### src/rtl/debounce_bank.sv
// debounce_bank: N_CH independent pushbutton debouncers with a two-flop synchroniser,
// edge pulses and a long-press (held) detector per channel.
module debounce_bank #(
  parameter int N_CH       = 4,
  parameter int CNT_W      = 16,
  parameter int STABLE_CYC = 16,
  parameter int HOLD_CYC   = 1000
) (
  input  logic            clk,
  input  logic            rst,
  input  logic [N_CH-1:0] button,
  output logic [N_CH-1:0] clean,
  output logic [N_CH-1:0] rise,
  output logic [N_CH-1:0] fall,
  output logic [N_CH-1:0] held,
  output logic [N_CH-1:0] held_pulse,
  output logic            any_event
);

  localparam logic [CNT_W-1:0] STABLE_LAST = CNT_W'(STABLE_CYC - 1);
  localparam logic [CNT_W-1:0] HOLD_LAST   = CNT_W'(HOLD_CYC - 1);

  logic [N_CH-1:0]  s1;
  logic [N_CH-1:0]  s2;
  logic [CNT_W-1:0] stab_cnt [N_CH];
  logic [CNT_W-1:0] hold_cnt [N_CH];
  logic [N_CH-1:0]  toggle;
  logic [N_CH-1:0]  hold_hit;
  logic [N_CH-1:0]  falling;

  // A fall due on the same edge as a long-press completion wins, so held never sets as clean drops.
  always_comb begin
    toggle   = '0;
    hold_hit = '0;
    for (int i = 0; i < N_CH; i++) begin
      toggle[i]   = (s2[i] != clean[i]) && (stab_cnt[i] == STABLE_LAST);
      hold_hit[i] = clean[i] && !held[i] && !toggle[i] && (hold_cnt[i] == HOLD_LAST);
    end
  end

  assign falling = toggle & clean;

  always_ff @(posedge clk) begin
    if (rst) begin
      s1         <= '0;
      s2         <= '0;
      clean      <= '0;
      rise       <= '0;
      fall       <= '0;
      held       <= '0;
      held_pulse <= '0;
      for (int i = 0; i < N_CH; i++) begin
        stab_cnt[i] <= '0;
        hold_cnt[i] <= '0;
      end
    end else begin
      s1         <= button;
      s2         <= s1;
      clean      <= clean ^ toggle;
      rise       <= toggle & ~clean;
      fall       <= falling;
      held       <= (held | hold_hit) & ~falling;
      held_pulse <= hold_hit;
      for (int i = 0; i < N_CH; i++) begin
        if ((s2[i] == clean[i]) || toggle[i]) begin
          stab_cnt[i] <= '0;
        end else begin
          stab_cnt[i] <= stab_cnt[i] + 1'b1;
        end
        // Hold counter saturates at its terminal value so it can never wrap.
        if (!clean[i]) begin
          hold_cnt[i] <= '0;
        end else if (!held[i] && (hold_cnt[i] != HOLD_LAST)) begin
          hold_cnt[i] <= hold_cnt[i] + 1'b1;
        end
      end
    end
  end

  assign any_event = |{rise, fall, held_pulse};

endmodule

### config.mk
export PLATFORM = sky130hd
export DESIGN_NAME = debounce_bank
export DESIGN_NICKNAME = d
export VERILOG_FILES = /design/src/rtl/debounce_bank.sv
export SDC_FILE = /design/constraint.sdc
export NUM_CORES = 1
export LEC_CHECK = 0
export ABC_AREA = 1
export BUFFER_PORTS_ARGS = -buffer_cell sky130_fd_sc_hd__buf_2
export CAP_MARGIN = 5
export CORE_ASPECT_RATIO = 1.1
export CORE_MARGIN = 2
export CORE_UTILIZATION = 45
export CTS_BUF_LIST = sky130_fd_sc_hd__clkbuf_4 sky130_fd_sc_hd__clkbuf_8
export DETAILED_ROUTE_END_ITERATION = 8
export GPL_TIMING_DRIVEN = 0
export PLACE_DENSITY_LB_ADDON = 0.15
export REMOVE_ABC_BUFFERS = 1
export SYNTH_ARGS = -nofsm -noshare
export SYNTH_HDL_FRONTEND = slang
export SYNTH_SLANG_ARGS = --single-unit
### constraint.sdc
create_clock -name clk -period 3 [get_ports clk]
set_input_delay 0.3 -clock clk [delete_from_list [all_inputs] [get_ports clk]]
set_output_delay 0.3 -clock clk [all_outputs]
set_load 0.005 [all_outputs]
## Yosys cells after proc, flatten, opt, wreduce, memory -nomap -nowiden

Memory sizes are Yosys's and may differ from the RTL's.
Index checks and enable logic that the tools add are counted.

| storage, ports and cells | value |
|---|---|
| memories kept | 2 |
| output and inout port bits | 21 |
| input bits | 6 |
| register bits | 28 |
| memory bits (writable) | 128 |

| cells by class | value |
|---|---|
| muxes and demuxes | 70 |
| reductions and logical operators | 33 |
| add/subtract/negate cells | 8 |
| equality and inequality tests | 20 |
| bitwise gates (word level) | 23 |

Memory list:

| memory | words | width | read ports | clocked after Yosys merged registers in | write ports | line | source |
|---|---|---|---|---|---|---|---|
| hold_cnt | 4 | 16 | 4 | 0 | 4 | 26 | `logic [CNT_W-1:0] hold_cnt [N_CH];` |
| stab_cnt | 4 | 16 | 4 | 0 | 4 | 25 | `logic [CNT_W-1:0] stab_cnt [N_CH];` |

Operators with widths:

| kind | number |
|---|---|
| two-way mux 16 bit | 16 |
| adder 16 x 1 -> 16 bit, second input constant | 8 |
| equality test 16 x 10 -> 1 bit, second input constant | 4 |
| equality test 16 x 4 -> 1 bit, second input constant | 4 |
| inequality test 16 x 10 -> 1 bit, second input constant | 4 |
| two-way mux 1 bit | 54 |
| logical AND 1 bit | 20 |
| OR 1 bit | 16 |
| bitwise AND 4 bit | 3 |
| OR reduction 12 bit | 1 |
| logical NOT 1 bit | 8 |
| inverter 4 bit | 2 |
| equality test 1 bit | 4 |
| logical OR 1 bit | 4 |
| inequality test 1 bit | 4 |
| OR 4 bit | 1 |
| bitwise XOR 4 bit | 1 |

## Logic depth before layout (Yosys ltp)

| logic depth | value |
|---|---|
| depth in word-level cells | 8 |
| gate-level depth with buffers | 9 |
| gate-level depth less buffers | 9 |

## Worst setup path before layout

OpenSTA, ideal clock, no wires.

| timing | value |
|---|---|
| path type | flip-flop to flip-flop |
| start | memory hold_cnt[0][0] |
| end | memory hold_cnt[0][0] (enable) |
| clock period less this slack | 1.991 ns |
| setup time | 0.375 ns |
| data arrival time | 1.616 ns |
| cell stages (with the launch flop) | 10 |
| data required time | 2.625 ns |
| path buffers | 1 |
| slack | 1.009 ns |
| path through | edfxtp_1 ha_1 nand2_1 inv_1 nand3_1 nor2_1 nand3_1 nand3_2 buf_4 nand3_1 |

RTL lines:

| item | line |
|---|---|
| start, declared | 26 |

==> results.yml <==
status:
  status: "finished, final reports clean"
floorplan:
  die_y_um: 152
  die_x_um: 138
  dieArea_um2: 21000
  core_um2: 19700
  top_level_ports: 27
  num_rows: 54
  initial_utilization_pct: 45.4
worst_setup_path:
  arrival_ns: 2.38
  worst-setup-path-type: "register to register"
  max_stage_delay_ns: 0.66
  cp_max_fo: 17
  crit_start: "hold_cnt[2][0]"
  r2r-start: "hold_cnt[2][0]"
  crit_required_ns: 2.97
  cpMaxStageDelayCell: "nand3_1"
  crit_top_cell: "nand3_1"
  rr_worst_depth: 6
  reg2reg_to: "hold_cnt[2][1]"
  critPathLaunchType: "register"
  rrSetupSlack_ns: 0.58
  critPathCaptureType: "register"
  path_cells: "ha_1, nand3_1, nor2_1, nand2_1, nand3_2, nand3_1"
worst_hold_path:
  hp-start: "button[3]"
  hold_end: "s1[3]"
  holdPathStages: 3
  hp-class: "input port to register"
clocking:
  insertion_delay_ns: 0.46
  htreeDepth: 4
  tritoncts: "yes"
  clockBufferDepth: 2
  clockRootBuffer: "clkbuf_8"
  clkSlewWorstSetupHoldPaths_ns: 0.08
  post_cts_buffers: 0
  cts_inserted_buffers: 17
  cts.sinks: 156
  cts_hold_buffers: 0
  cts.repair.resized: 0
power:
  leakage_nw: 3.79
  cellPowerDensity_nw_per_um2: 432
  ir_worst_vdd_v: 0.000271
timing:
  setup_viol: 0
  rsz0062_at_grt: "false"
  tns_ns: 0
  fmax_mhz: 414
  maxSlewViolCount: 0
  hold_violations: 0
  period_minus_slack_ns: 2.42
  relSlewSlack_pct: 45.5
  post-route-period-util_pct: 80.6
  skew_ns: 0.0184
  worst_pin_slew_ns: 0.815
logic_synthesis:
  yosys.cell_types.count: 38
  avgSynthCellArea_um2: 8.01
  yosys_register_bits: 156
  ys_async_sr_fraction_pct: 0
  synth-edff-count: 128
  yosysWarnings: 0
  synth-main-ff-cell: "edfxtp_1"
  yosysSeqAreaShare_pct: 49.3
  syn_area_um2: 8930
  syn_inst: 1115
drt:
  route.detailed.drc: 0
  drtIter0Drc: 411
  ant_nets: 0
  routedWlPerCell_um: 11.9
  detail_route.vias_per_cell: 4.83
  dr.pass1.iters: 5
  wirelength_um: 17600
  vias: 7122
final_layout:
  n_antenna_cell: 0
  seqCellArea_um2: 4400
  drive_above_1_share_pct: 9.24
  syn2layout_area_growth_pct: 11.5
  final_net_count: 1224
  multi_input_area_um2: 4110
  fin_area_um2: 9960
  fillers: 1896
grt:
  grt_pass1_wl_um: 30000
  gr-usage-all-layers_pct: 17.4
  antenna_found_initial: 0
  grt_pass1_vias: 6652
  grt_overflow: 0
  grt_max_degree: 22
place:
  place_area_um2: 9510
  dp_hpwl_um: 13000
  gp_congestion: 0.835
  numPortBuffers: 26
flow_run:
  cap_viol_max_count: 0
cells in the final DEF (no fill, tap or decap), types with 4 or more instances in the layout:
master | netlist | routed
o21ai_0 | 15 | 15
nor3_2 | 6 | 6
or2_2 | 7 | 7
nand3_2 | 12 | 12
nor2_1 | 232 | 232
inv_2 | 6 | 6
bufinv_16 | 0 | 4
conb_1 | 1 | 64
nand2_1 | 245 | 245
edfxtp_1 | 128 | 128
a21oi_2 | 4 | 4
nand4_1 | 32 | 32
nor3_1 | 28 | 28
nor4_1 | 4 | 4
buf_2 | 4 | 26
nand3_1 | 72 | 72
a21oi_1 | 62 | 62
nand2_2 | 7 | 7
clkbuf_8 | 0 | 20
dfxtp_1 | 28 | 28
xor2_1 | 28 | 28
inv_1 | 141 | 141
xnor2_1 | 13 | 13
ha_1 | 8 | 8
nor2_2 | 6 | 6
per-layer routing:
metal / up-vias / track usage, % / share of wire, % / wire length (um)
li1: 3774 / - / - / -
met1: 3228 / 22.8 / 48 / 8510
met2: 104 / 29.7 / 47 / 8310
met3: 16 / 3.02 / 2.9 / 501
met4: 0 / 5.51 / 1.4 / 240
met5: - / 0 / 0 / 0
cells by family (layout without fill, tap and decap cells):
kind of cell,after synthesis,in the layout,synth area share [%]
XOR/XNOR,42,42,4.20
other,1,64,0.0420
adder cells (fa/ha/maj),8,8,1.12
AO/OA/AOI/OAI,84,84,5.03
flip-flops,156,156,49.3
AND/OR/NAND/NOR,664,664,33.0
buffers and inverters,160,205,7.32
worst max path at each step:
| stage | to | slack [ns] | cells after the start |
|---|---|---|---|
| 2_1_floorplan | hold_cnt[0][0] | 1.03 | 8 |
| 3_3_place_gp | hold_cnt[2][15] | 0.42 | 4 |
| 3_5_place_dp | hold_cnt[2][7] | 0.38 | 4 |
| 4_1_cts | hold_cnt[0][8] | 0.52 | 8 |
| 5_1_grt | hold_cnt[2][1] | 0.31 | 6 |
| 6_report | hold_cnt[2][1] | 0.58 | 6 |
per-stage QoR:
step                total power (W)  instances  hold slack (ns)  util [%]  worst slack [ns]
finish                      0.00430       1475           0.0460      50.6             0.582
global route                0.00447       1475           0.0192      50.6             0.312
CTS                         0.00435       1475           0.0165      50.6             0.525
detailed placement          0.00258       1443            0.395      48.4             0.382
global placement            0.00258       1443            0.389      48.4             0.417
floorplan                   0.00254       1165            0.369         -              1.03
cells in the mapped netlist, types with 2 or more instances:
master	count	area, um2
edfxtp_1	128	3840
a21oi_1	62	310
nor3b_1	2	15.0
nor3_4	2	32.5
dfxtp_1	28	561
o21ai_0	15	75.1
nand4_1	32	200
nand3b_1	2	15.0
buf_2	4	20.0
inv_1	141	529
nor2_2	6	37.5
inv_2	6	22.5
nor3_2	6	60.1
nor3_1	28	140
nand3_2	12	120
nand2_2	7	43.8
nor2_1	232	871
xor2_1	28	245
buf_6	5	56.3
buf_4	3	22.5
or2_2	7	43.8
nor4_1	4	25.0
ha_1	8	100
a21oi_2	4	35.0
nand2_1	245	920
or2_0	3	18.8
xnor2_1	13	114
nand3_1	72	360
worst max-delay path, delay by kind of cell (launching register included):
family	cells	cell delay [ns]
fa+ha+maj	1	0.29
simple gates	5	1.22
flops	1	0.42
state kept, by name, indices dropped and copies added (netlist names), named ones only:
name	cells
held	4
held_pulse	4
s2	4
stab_cnt	64
rise	4
s1	4
hold_cnt	64
fall	4
cell type report:
type	instances	share of cell area, %
clock buffer	21	2.84
clock inverter	11	1.62
inverter	147	5.54
multi-input combinational	862	41.3
sequential	156	44.2
tap	252	3.17
timing repair buffer	26	1.31
where the power goes:
group | internal, W | switching, W | total [W] | leakage, nW
Clock | 0.000980 | 0.000791 | 0.00177 | 0.230
Sequential | 0.00236 | 0.0000439 | 0.00241 | 1.68
Combinational | 0.0000377 | 0.0000867 | 0.000124 | 1.89
(Power assumes the default switching activity.)
